--- config.mk ---
export PLATFORM = sky130hd
export DESIGN_NAME = uart_fifo_bridge
export DESIGN_NICKNAME = d
export VERILOG_FILES = /design/src/rtl/uart_fifo_bridge_pkg.sv /design/src/rtl/uart_fifo_bridge_sync_fifo.sv /design/src/rtl/uart_fifo_bridge.sv
export SDC_FILE = /design/constraint.sdc
export NUM_CORES = 1
export LEC_CHECK = 0
export CELL_PAD_IN_SITES_DETAIL_PLACEMENT = 0
export CELL_PAD_IN_SITES_GLOBAL_PLACEMENT = 1
export CORE_MARGIN = 4
export CORE_UTILIZATION = 30
export CTS_CLUSTER_DIAMETER = 120
export CTS_CLUSTER_SIZE = 28
export DETAILED_ROUTE_END_ITERATION = 8
export GPL_TIMING_DRIVEN = 0
export PLACE_DENSITY_LB_ADDON = 0.25
export RECOVER_POWER = 100
export SYNTH_ARGS = -nofsm -noshare
export SYNTH_HDL_FRONTEND = slang
export SYNTH_HIERARCHICAL = 1
export SYNTH_SLANG_ARGS = --single-unit
--- constraint.sdc ---
create_clock -name clk -period 2.8 [get_ports clk]
set_input_delay 0.56 -clock clk [delete_from_list [all_inputs] [get_ports clk]]
set_output_delay 0.56 -clock clk [all_outputs]
set_load 0.02 [all_outputs]
--- src/rtl/uart_fifo_bridge_pkg.sv ---
// Shared register-map constants and status-word helpers for the UART FIFO bridge.
package uart_fifo_bridge_pkg;

    typedef enum logic [1:0] {
        UART_RX_STAT = 2'd0,
        UART_RX_DATA = 2'd1,
        UART_TX_STAT = 2'd2,
        UART_TX_DATA = 2'd3
    } uart_offset_e;

    localparam int RX_STAT_NOT_EMPTY_BIT = 0;
    localparam int TX_STAT_NOT_FULL_BIT  = 0;
    localparam int TX_STAT_OVF_BIT       = 1;

    // Builds the RX status word: only the not-empty flag is populated.
    function automatic logic [31:0] rx_status_word(input logic rx_not_empty);
        logic [31:0] w;
        w = 32'h0000_0000;
        w[RX_STAT_NOT_EMPTY_BIT] = rx_not_empty;
        return w;
    endfunction

    // Builds the TX status word from the not-full and sticky overflow flags.
    function automatic logic [31:0] tx_status_word(input logic tx_not_full, input logic tx_ovf);
        logic [31:0] w;
        w = 32'h0000_0000;
        w[TX_STAT_NOT_FULL_BIT] = tx_not_full;
        w[TX_STAT_OVF_BIT]      = tx_ovf;
        return w;
    endfunction

endpackage

--- src/rtl/uart_fifo_bridge_sync_fifo.sv ---
// Byte-wide synchronous FIFO; pop is ignored when empty and a push into a full
// FIFO is accepted only when a pop happens on the same edge.
module sync_fifo #(
    parameter int DEPTH = 8,
    parameter int AW    = 3
) (
    input  logic          clk,
    input  logic          rst,
    input  logic          push,
    input  logic          pop,
    input  logic [7:0]    din,
    output logic [7:0]    dout,
    output logic          full,
    output logic          empty,
    output logic [AW:0]   count
);

    localparam logic [AW:0]   CNT_FULL = (AW+1)'(DEPTH);
    localparam logic [AW:0]   CNT_ONE  = (AW+1)'(1);
    localparam logic [AW-1:0] PTR_ONE  = AW'(1);

    logic [7:0]    mem_q [DEPTH];
    logic [AW-1:0] wr_ptr_q, wr_ptr_d;
    logic [AW-1:0] rd_ptr_q, rd_ptr_d;
    logic [AW:0]   count_q, count_d;
    logic          do_push_s;
    logic          do_pop_s;

    // Qualify requests against occupancy and compute next pointers/count.
    always_comb begin
        do_pop_s  = pop & (count_q != {(AW+1){1'b0}});
        do_push_s = push & ((count_q != CNT_FULL) | do_pop_s);
        wr_ptr_d  = wr_ptr_q;
        rd_ptr_d  = rd_ptr_q;
        count_d   = count_q;
        if (do_push_s) begin
            wr_ptr_d = wr_ptr_q + PTR_ONE;
        end else begin
            wr_ptr_d = wr_ptr_q;
        end
        if (do_pop_s) begin
            rd_ptr_d = rd_ptr_q + PTR_ONE;
        end else begin
            rd_ptr_d = rd_ptr_q;
        end
        case ({do_push_s, do_pop_s})
            2'b10:   count_d = count_q + CNT_ONE;
            2'b01:   count_d = count_q - CNT_ONE;
            default: count_d = count_q;
        endcase
    end

    // Pointer and occupancy registers.
    always_ff @(posedge clk or posedge rst) begin
        if (rst) begin
            wr_ptr_q <= {AW{1'b0}};
            rd_ptr_q <= {AW{1'b0}};
            count_q  <= {(AW+1){1'b0}};
        end else begin
            wr_ptr_q <= wr_ptr_d;
            rd_ptr_q <= rd_ptr_d;
            count_q  <= count_d;
        end
    end

    // Storage array; contents are don't-care after reset so it has none.
    always_ff @(posedge clk) begin
        if (do_push_s) begin
            mem_q[wr_ptr_q] <= din;
        end
    end

    assign dout  = mem_q[rd_ptr_q];
    assign full  = (count_q == CNT_FULL);
    assign empty = (count_q == {(AW+1){1'b0}});
    assign count = count_q;

endmodule

--- src/rtl/uart_fifo_bridge.sv ---
// Memory-mapped bridge between the CPU UART window and the UART byte ports,
// buffering each direction in its own FIFO.
module uart_fifo_bridge
    import uart_fifo_bridge_pkg::*;
#(
    parameter int DEPTH = 8,
    parameter int AW    = 3
) (
    input  logic        clk,
    input  logic        rst,
    input  logic        stall,
    input  logic        rd_en,
    input  logic        wr_en,
    input  logic [1:0]  offset,
    input  logic [7:0]  cpu_wdata,
    output logic [31:0] cpu_rdata,
    output logic [7:0]  uart_din,
    output logic        uart_din_valid,
    input  logic        uart_din_ready,
    input  logic [7:0]  uart_dout,
    input  logic        uart_dout_valid,
    output logic        uart_dout_ready
);

    localparam logic [AW:0] CNT_FULL = (AW+1)'(DEPTH);

    logic        wr_s, rd_s;
    logic        tx_push_s, tx_pop_s, tx_full_s, tx_empty_s;
    logic        rx_push_s, rx_pop_s, rx_full_s, rx_empty_s;
    logic [AW:0] tx_count_s, rx_count_s;
    logic [7:0]  tx_dout_s, rx_dout_s;
    logic        tx_ovf_q, tx_ovf_d;
    logic [31:0] cpu_rdata_q, cpu_rdata_d;

    // CPU strobes; a store wins over a load if both are raised.
    always_comb begin
        wr_s      = wr_en & ~stall;
        rd_s      = rd_en & ~stall & ~wr_en;
        tx_push_s = wr_s & (offset == UART_TX_DATA);
        tx_pop_s  = uart_din_ready & ~tx_empty_s;
        rx_push_s = uart_dout_valid & ~rx_full_s;
        rx_pop_s  = rd_s & (offset == UART_RX_DATA);
    end

    sync_fifo #(.DEPTH(DEPTH), .AW(AW)) u_tx_fifo (
        .clk   (clk),
        .rst   (rst),
        .push  (tx_push_s),
        .pop   (tx_pop_s),
        .din   (cpu_wdata),
        .dout  (tx_dout_s),
        .full  (tx_full_s),
        .empty (tx_empty_s),
        .count (tx_count_s)
    );

    sync_fifo #(.DEPTH(DEPTH), .AW(AW)) u_rx_fifo (
        .clk   (clk),
        .rst   (rst),
        .push  (rx_push_s),
        .pop   (rx_pop_s),
        .din   (uart_dout),
        .dout  (rx_dout_s),
        .full  (rx_full_s),
        .empty (rx_empty_s),
        .count (rx_count_s)
    );

    // Sticky overflow flag and registered load data.
    always_comb begin
        tx_ovf_d    = tx_ovf_q;
        cpu_rdata_d = cpu_rdata_q;
        if (tx_push_s & tx_full_s & ~tx_pop_s) begin
            tx_ovf_d = 1'b1;
        end else if (rd_s & (offset == UART_TX_STAT)) begin
            tx_ovf_d = 1'b0;
        end else begin
            tx_ovf_d = tx_ovf_q;
        end
        if (rd_s) begin
            case (offset)
                UART_RX_STAT: cpu_rdata_d = rx_status_word(~rx_empty_s);
                UART_RX_DATA: cpu_rdata_d = rx_empty_s ? 32'h0000_0000 : {24'h00_0000, rx_dout_s};
                UART_TX_STAT: cpu_rdata_d = tx_status_word(~tx_full_s, tx_ovf_q);
                default:      cpu_rdata_d = 32'h0000_0000;
            endcase
        end else begin
            cpu_rdata_d = cpu_rdata_q;
        end
    end

    // CPU-visible registers.
    always_ff @(posedge clk or posedge rst) begin
        if (rst) begin
            tx_ovf_q    <= 1'b0;
            cpu_rdata_q <= 32'h0000_0000;
        end else begin
            tx_ovf_q    <= tx_ovf_d;
            cpu_rdata_q <= cpu_rdata_d;
        end
    end

    assign cpu_rdata       = cpu_rdata_q;
    assign uart_din        = tx_dout_s;
    assign uart_din_valid  = (tx_count_s != {(AW+1){1'b0}});
    assign uart_dout_ready = (rx_count_s != CNT_FULL);

endmodule
# == Yosys cells after proc, flatten, opt, wreduce, memory -nomap -nowiden ==
# Memory sizes are Yosys's and may differ from the RTL's.
# Cells that the tools add are included.
# W data, S select, Z words.
# op_classes
bitwise,23
n_eq_ne,11
n_mux,10
add_sub_neg,8
n_reduce_logical,8
# op_table
cell,n
$pmux W8 S3,1
$pmux W4 S2,2
$and A1 B1 Y1,14
$add A3 B1 Y3 const B,4
$add A4 B1 Y4 const B,2
$eq A2 B2 Y1 const B,4
$eq A4 B4 Y1 const B,2
$logic_not A4 Y1,2
$mux W8,1
$ne A4 B4 Y1 const B,2
$reduce_bool A4 Y1,2
$sub A4 B1 Y4 const B,2
$not A1 Y1,7
$eq A2 B1 Y1 const B,3
$mux W1,6
$reduce_bool A2 Y1,3
$logic_not A2 Y1,1
$or A1 B1 Y1,2
# totals
reg_bits,53
ramBits,128
word_cells,70
in_bits,25
n_memories,2
out_inout_bits,42
# mem_list
memory,words,width,rd,rd_ports_with_merged_regs,wr,line_no,source
u_rx_fifo.mem_q,8,8,1,0,1,uart_fifo_bridge_sync_fifo.sv:22,logic [7:0] mem_q [DEPTH];
u_tx_fifo.mem_q,8,8,1,0,1,uart_fifo_bridge_sync_fifo.sv:22,

# == Depth between registers and ports, before layout ==
# Gate-level depths: netlist (run 1).
# logic_depth
ltp_word,9
mapped_depth,12
mapped_depth_nobuf,11

# == Hierarchy ==
# Netlist (run 1), hierarchy kept.
# by_module_without_submodules
mod,cells_each,seq_area_each_um2,area_each_um2,n_inst
sync_fifo at u_rx_fifo,165,2172.1,3158.0,1
sync_fifo at u_tx_fifo,165,2172.1,3135.5,1
uart_fifo_bridge,63,225.2,626.9,1

# == Worst setup path after synthesis (run 1) ==
# Ideal clock, no wire load.
# synth_path
path_kind,input port to flip-flop
start,input port stall
end,register u_rx_fifo.count_q[3] (netlist: u_rx_fifo/count[3])
n_path_buf,1
cell_stages,11
t_arrival_ns,3.305
t_required_ns,2.731
path_slack_ns,-0.575
setup_time_ns,0.069
path_cell_list,or3b_4 buf_2 nor3_1 o21ai_2 or2_2 inv_1 ha_1 or2_2 nand3_1 mux2_2 nand3b_1
# synth_between
elab_chain_len,9
word_cells_on_any_way,11
classes_between,eq/ne (2); mux (1); bitwise (7); reduce/logical (1)
# synth_lines
item,line_no,source
start: declaration,uart_fifo_bridge.sv:11,"input logic stall,"
$not A1 Y1 (*),uart_fifo_bridge.sv:38,rd_s = rd_en & ~stall & ~wr_en;
$and A1 B1 Y1 (*) (2 in a row),uart_fifo_bridge.sv:38,
$and A1 B1 Y1 (*),uart_fifo_bridge.sv:42,rx_pop_s = rd_s & (offset == UART_RX_DATA);
via rx_pop_s,uart_fifo_bridge.sv:29,"logic rx_push_s, rx_pop_s, rx_full_s, rx_empty_s;"
$and A1 B1 Y1 (*),uart_fifo_bridge_sync_fifo.sv:31,do_pop_s = pop & (count_q != {(AW+1){1'b0}});
$or A1 B1 Y1,uart_fifo_bridge_sync_fifo.sv:32,do_push_s = push & ((count_q != CNT_FULL) | do_pop_s);
$and A1 B1 Y1,uart_fifo_bridge_sync_fifo.sv:32,
$eq A2 B1 Y1 / $eq A2 B2 Y1 (equally long branches),uart_fifo_bridge_sync_fifo.sv:46,"case ({do_push_s, do_pop_s})"
$pmux W4 S2 / $reduce_bool A2 Y1 (equally long branches),-,
end signal: assignment,uart_fifo_bridge_sync_fifo.sv:58,count_q <= {(AW+1){1'b0}};
end signal: assignment,uart_fifo_bridge_sync_fifo.sv:62,count_q <= count_d;
end: declaration,uart_fifo_bridge_sync_fifo.sv:25,"logic [AW:0] count_q, count_d;"
# The timed path passes the listed nets; every way through them passes the cells marked *.
# A chain may end at the register's enable or synchronous reset.

# == Worst setup path after layout (run 1) ==
# layout_path
start,input port rd_en
end,register u_rx_fifo.count_q[3] (netlist: u_rx_fifo/count[3])
# layout_between
elab_chain_len,8
word_cells_on_any_way,10
classes_between,eq/ne (2); mux (1); bitwise (6); reduce/logical (1)
# layout_lines
item,line_no,source
start: declaration,uart_fifo_bridge.sv:12,"input logic rd_en,"
$and A1 B1 Y1 (*) (2 in a row),uart_fifo_bridge.sv:38,
$and A1 B1 Y1 (*),uart_fifo_bridge.sv:42,
via rx_pop_s,uart_fifo_bridge.sv:29,
$and A1 B1 Y1 (*),uart_fifo_bridge_sync_fifo.sv:31,
$or A1 B1 Y1,uart_fifo_bridge_sync_fifo.sv:32,
$and A1 B1 Y1,uart_fifo_bridge_sync_fifo.sv:32,
$eq A2 B1 Y1 / $eq A2 B2 Y1 (equally long branches),uart_fifo_bridge_sync_fifo.sv:46,
$pmux W4 S2 / $reduce_bool A2 Y1 (equally long branches),-,
# Marks and branches as above.

==> results by group, run 1 <==
Synthesis
  – Yosys reg bits: 157
  – Cell variety after synth: 45
  – Share of the synthesized area in the top cell type: 55.54%
  – Synthesized instance count: 393
  – Synth area leaders: edfxtp_1, dfrtp_1, mux4_1
  – Synth area leader: edfxtp_1
  – Ys Warns: 6
  – Syn_area_per_cell: 17.61 sq um
  – Post-synthesis cell area: 6920 sq um
  – Seq/Total Area, Yosys: 66.03%

CTS
  – Clock transition at path regs: 70 ps
  – CTS H-tree lvls: 4
  – CTS tree: yes
  – Clk Latency, worst-skew pair: 420 ps
  – Sink Count: 157
  – Clock buffer depth: 2
  – Root buffer cell: clkbuf_16
  – Cts bufs inserted: 17

Global routing
  – Tot GR Track Use: 10.86%
  – Vias in the first global route: 3712
  – Gr ovfl total: 0
  – Largest net degree at the start of global routing: 17
  – First-pass GRT wire length: 20.98 mm
  – Initial antenna violation count: 0

STA
  – # setup viols final: 0
  – Clock skew: 11.97 ps
  – Tmin final: 2722 ps
  – Max_slew headroom: 35.07%
  – Setup TNS Final: 0 ps
  – Fin. Hold Viols: 0
  – Hold slack: 507.1 ps
  – Maximum clock frequency: 0.3673 GHz
  – Count of pins over their slew limit: 0
  – Slew @ Worst Pin: 970.3 ps
  – Final worst path period share: 97.23%
  – RSZ-0062 raised after global routing: true

Die
  – Die width: 159.9 um
  – Die span in y: 159.9 um
  – Die footprint: 25560 sq um
  – Initial core utilization: 30.57%
  – Cell Rows: 55
  – I/O pin total: 67
  – Placeable Area: 22640 sq um

Place
  – HPWL after DPL: 8.881 mm
  – PortBufs: 42
  – Routability Congestion: 0.6817
  – Inst Count DP: 743
  – Placed instance area: 7835 sq um

Cells and area
  – Most frequent cells in the layout: edfxtp_1, buf_4, dfrtp_1
  – Diodes inserted: 0
  – Nets: 526
  – Area Overhead vs Synth: 24.90%
  – Layout Cells excl Fill: 789
  – Layout cells sized above 1: 31.55%
  – Commonest non-fill, non-tap cell in the layout: edfxtp_1
  – Final instance area: 8643 sq um

Setup path
  – Critical path class: input pin to flop
  – RR Startpoint: u_tx_fifo/count[2]
  – Worst path arrival time: 3080 ps
  – Setup crit start kind: input pin
  – Critical path data required time: 3160 ps
  – Worst Setup End Kind: flop
  – Flop2flop setup slack: 120 ps
  – R2r endpoint: u_tx_fifo/mem_q[6][2]
  – Critical path fanouts, max: 7
  – R2R cell count: 8

Detailed routing
  – Via count: 3507
  – Vias per inst: 4.445
  – DRC marker count from the first detailed-route iteration: 131
  – Routed WL: 13.40 mm
  – WL per Instance: 16.98 um
  – DRC Markers: 0
  – Final ANT Viol Nets: 0
  – Pre-Repair DR Iteration Count: 4

Min path
  – Hold wc startpoint: cpu_rdata[0]
  – Hold Path End: cpu_rdata[0]
  – Hold WC Path Type: flop to flop
  – Hold path cells: 2

Pwr
  – Lkg Pwr: 3.198 nW
  – Pwr/cell area: 937.9 nW/um^2
  – VDD IR-drop max: 430.3 uV

Run
  – Max_cap viols: 0

Outcome
  – Status: completed
cell families after synthesis:
logic type               after synthesis  synth area share [%]
AO/OA/AOI/OAI                         25                 3.236
XOR/XNOR                              12                 1.519
adder cells (fa/ha/maj)               10                 2.025
buffers and inverters                 54                 5.514
flip-flops                           157                 66.03
multiplexers                          58                 15.77
other                                  1               0.05419
AND/OR/NAND/NOR                       76                 5.858
worst max-delay path by stage:
stage | start | endpoint | slack, ps | depth (start not counted)
2_1_floorplan | wr_en | u_rx_fifo/count[3] | -90 | 11
6_report | rd_en | u_rx_fifo/count[3] | 80 | 11
3_5_place_dp | rd_en | u_rx_fifo/mem_q[4][3] | -860 | 8
4_1_cts | offset[1] | u_tx_fifo/mem_q[2][2] | -100 | 6
5_1_grt | offset[0] | u_tx_fifo/mem_q[6][2] | -80 | 6
3_3_place_gp | offset[1] | u_tx_fifo/mem_q[0][7] | -990 | 6
layout make-up:
cell class,count,area (sq um)
multi-input cells,205,2190
clock buffers,17,425.4
fillers,2103,14000
well taps,285,356.6
clock inverters,15,177.7
repair buffers,57,529.3
flip-flops and latches,157,4569
inverters,15,56.30
plain buffers,38,339.1
critical path: stages:
cell and delay [ps]:
clkdlybuf4s50_1 450, or3b_4 430, nor3_4 210, o21ai_2 90, or2_4 270, inv_2 60
ha_1 210, a211o_1 290, nand3_2 100, mux2_4 300, nand3b_1 100
routing by layer:
metal  up-vias  share of wire, %  track usage, %
met3        11               3.1           2.477
met4         0               1.1           3.872
met2        59                53           19.31
li1       1674                 -               -
met1      1763                42           12.94
met5         -                 0               0
report_power, final:
part           internal, mW  switching [mW]  total [mW]
Sequential             2.86           0.222        3.08
Combinational          1.39            1.32        2.71
Clock                  1.35           0.974        2.32
Total                  5.60            2.51        8.11
repair_timing:
action                                  CTS  global route
pin swaps                                 3             2
setup buffers                             9             6
resized for setup                        40            14
endpoints found under the setup margin  139           121
hold buffers                              0             0
state kept, by name, summed over array words and instances (netlist names):
signal,count
u_rx_fifo/rd_ptr_q,3
u_tx_fifo/mem_q,64
cpu_rdata,8
u_tx_fifo/rd_ptr_q,3
u_tx_fifo/wr_ptr_q,3
u_tx_fifo/count,4
u_rx_fifo/count,4
u_rx_fifo/wr_ptr_q,3
u_rx_fifo/mem_q,64
tx_ovf_q,1
synthesized netlist by cell type (all sizes together):
| cell type | count |
|---|---|
| nor4bb | 1 |
| mux2 | 22 |
| nor3 | 5 |
| fa | 2 |
| nor2b | 3 |
| or3b | 1 |
| or4b | 1 |
| nor2 | 18 |
| dfrtp | 29 |
| nor4 | 1 |
| a22o | 6 |
| a311oi | 1 |
| and4b | 1 |
| nand3 | 4 |
| buf | 35 |
| nand3b | 3 |
| or3 | 4 |
| a211o | 2 |
| conb | 1 |
| inv | 15 |
| nand2b | 9 |
| or4 | 1 |
| o21a | 2 |
| xor2 | 4 |
| o32a | 1 |
| o21ai | 6 |
| nand2 | 20 |
| or2 | 4 |
| a31oi | 2 |
| a21oi | 3 |
| xnor2 | 8 |
| mux4 | 32 |
| clkbuf | 4 |
| ha | 8 |
| mux2i | 4 |
| edfxtp | 128 |
| o22ai | 2 |
stage by stage:
step	total power, mW	setup WS (ps)	util (%)
final	8.107	77.56	38.18
after global routing	8.583	-78.88	38.18
after CTS	8.223	-101.9	37.98
after detailed placement	5.750	-863.0	34.61
after global placement	5.680	-988.9	34.56
after floorplan	4.953	-93.79	-
No activity file was read; power rests on OpenSTA's default activity.
==> inputs of run 2 (changes only) <==
CAP_MARGIN = 5   (was default)
==> results of run 2 <==
Same layout as run 1: the final DEF is identical, and so are final timing and power.
==> inputs of run 3 (changes only) <==
GPL_TIMING_DRIVEN = default   (was 0)
==> run 3 against run 2 <==
  * Final cell count decreased by 0.76%
  * Clock-buffer cell count unchanged
  * Register-to-register slack improved by 160 ps
  * Via count increased by 0.51%
  * Hold slack got worse by 22 ps
  * Non-clock buffer count decreased by 6
  * Sequential power increased by 4%
==> results by group, run 3 (synthesis results as in run 1) <==
Outcome
  – Status: completed

Setup path
  – CP top delay family: multiplexers
  – Critical path class: flop to output pin
  – Slowest stage cell, crit path: mux4_1
  – Critical path data required time: 2240 ps
  – CP max stage delay: 550 ps
  – CP Cell Sequence: clkbuf_16 -> mux4_1 -> mux2_2 -> dlygate4sd2_1
  – CP bufs+invs: 2
  – Setup crit start kind: flop
  – Worst Setup End Kind: output pin
  – Critical path fanouts, max: 9
  – Worst path arrival time: 2160 ps

Detailed routing
  – DRC Markers: 0
  – Via count: 3525
  – DRC marker count from the first detailed-route iteration: 167
  – WL per Instance: 16.93 um
  – Final ANT Viol Nets: 0
  – Vias per inst: 4.502
  – Routed WL: 13.25 mm
  – Pre-Repair DR Iteration Count: 4

STA
  – Maximum clock frequency: 0.3674 GHz
  – Fin. Hold Viols: 0
  – Slew @ Worst Pin: 842.8 ps
  – Count of pins over their slew limit: 0
  – Final WS setup: 77.83 ps
  – Clock skew: 9.218 ps
  – # setup viols final: 0
  – Max_slew headroom: 43.82%
  – Final worst path period share: 97.22%
  – RSZ-0062 raised after global routing: false
  – Tmin final: 2722 ps
  – Setup TNS Final: 0 ps

CTS
  – Cts hold-fix bufs: 0
  – CTS H-tree lvls: 4
  – Sink Count: 157
  – Cts bufs inserted: 17
  – Clk Latency, worst-skew pair: 420 ps
  – CTS tree: yes
  – Clock transition at path regs: 70 ps
  – Root buffer cell: clkbuf_16
  – Clock buffer depth: 2

Pwr
  – VDD IR-drop max: 435.2 uV
  – Lkg Pwr: 3.100 nW
  – Pwr/cell area: 943.6 nW/um^2

Cells and area
  – Commonest non-fill, non-tap cell in the layout: edfxtp_1
  – Multi-input logic area: 2037 sq um
  – Area Overhead vs Synth: 20.79%
  – Diodes inserted: 0
  – Layout cells sized above 1: 23.09%
  – Register area: 4571 sq um
  – Fillers: 2061
  – Most frequent cells in the layout: edfxtp_1, dfrtp_1, dlygate4sd3_1
  – Nets: 520

Die
  – I/O pin total: 67
  – Die span in y: 159.9 um
  – Initial core utilization: 30.57%
  – Placeable Area: 22640 sq um
  – Cell Rows: 55
  – Die width: 159.9 um
  – Die footprint: 25560 sq um

Min path
  – Hold WC Path Type: flop to flop

Place
  – PortBufs: 42
  – Setup WS pre-CTS: -265.8 ps
  – Routability Congestion: 0.7014
  – HPWL after DPL: 9.141 mm

Global routing
  – First-pass GRT wire length: 20.52 mm
  – Gr ovfl total: 0
  – Largest net degree at the start of global routing: 19
  – Initial antenna violation count: 0
  – Vias in the first global route: 3668
  – Tot GR Track Use: 10.55%

Run
  – Max_cap viols: 0
==> run 3: changes by cell type in the layout (fill, tap and decap cells not counted), moves of 4 or more <==
cell             previous run  this run
nor2_4                      6         0
dlygate4sd2_1               1         5
clkbuf_2                    5        17
nor3_1                      0         4
buf_4                      38        15
clkbuf_1                    0        10
clkinv_8                    0         4
dlygate4sd3_1              17        27
nor2_1                      7        18
nor2_2                      5         0
clkdlybuf4s50_1            16         7
==> run 3: what timing repair did <==
action | in CTS | in global routing
gates resized for setup | 8 | 4
setup buffers | 0 | 0
gates cloned | 0 | 1
endpoints found under the setup margin | 8 | 3
==> run 3: final timing paths <==
check                                 startpoint               endpoint  slack (ps)  depth (start not counted)
max                        u_tx_fifo/rd_ptr_q[0]            uart_din[7]          80                          4
min                                 cpu_rdata[0]           cpu_rdata[0]         480                          2
max reg2reg                   u_tx_fifo/count[0]     u_tx_fifo/count[3]         280                         10
min reg2reg                         cpu_rdata[0]           cpu_rdata[0]         480                          2
max in group asynchronous                    rst  u_tx_fifo/rd_ptr_q[0]        1850                          2
min in group asynchronous                    rst           cpu_rdata[0]         620                          2
==> run 3: worst min-delay path, delay by kind of cell, from the launching register on <==
kind,cells,cell delay (ps)
flip-flops,1,350
AO/OA/AOI/OAI,1,60
AND/OR/NAND/NOR,1,50
==> run 3: final cells by class <==
type	instances	area share (%)
clock buffer	17	5.089
clock inverter	15	2.350
inverter	15	0.6736
multi-input combinational	205	24.37
sequential	157	54.68
tap	285	4.266
timing repair buffer	89	8.577
==> run 3: power by group <==
part           switching [mW]  leakage, nW  total, mW  internal, mW
Sequential              0.330         1.52       3.19          2.86
Combinational            1.08         1.28       2.34          1.26
Clock                    1.06        0.300       2.36          1.30
==> run 3: per-stage QoR <==
stage | instances | cell area, sq um | hold slack (ps) | util [%] | power (mW)
final | 783 | 8359 | 484.7 | 36.92 | 7.888
after global routing | 783 | 8359 | 531.9 | 36.92 | 8.312
after CTS | 782 | 8463 | 504.4 | 37.38 | 8.047
after global placement | 750 | 7851 | 484.5 | 34.68 | 5.684
after floorplan | 416 | 7048 | 387.9 | - | 4.953
after detailed placement | 750 | 7851 | 486.7 | 34.68 | 5.738
==> run 3: per-layer routing <==
| metal | share of wire, % | track usage (%) | vias to the layer above | wire (um) |
|---|---|---|---|---|
| met4 | 0.77 | 3.168 | 0 | 102 |
| met1 | 43 | 12.54 | 1791 | 5711 |
| met2 | 53 | 18.83 | 68 | 7008 |
| met5 | 0 | 0 | - | 0 |
| met3 | 3.3 | 2.761 | 8 | 431 |
| li1 | - | - | 1658 | - |
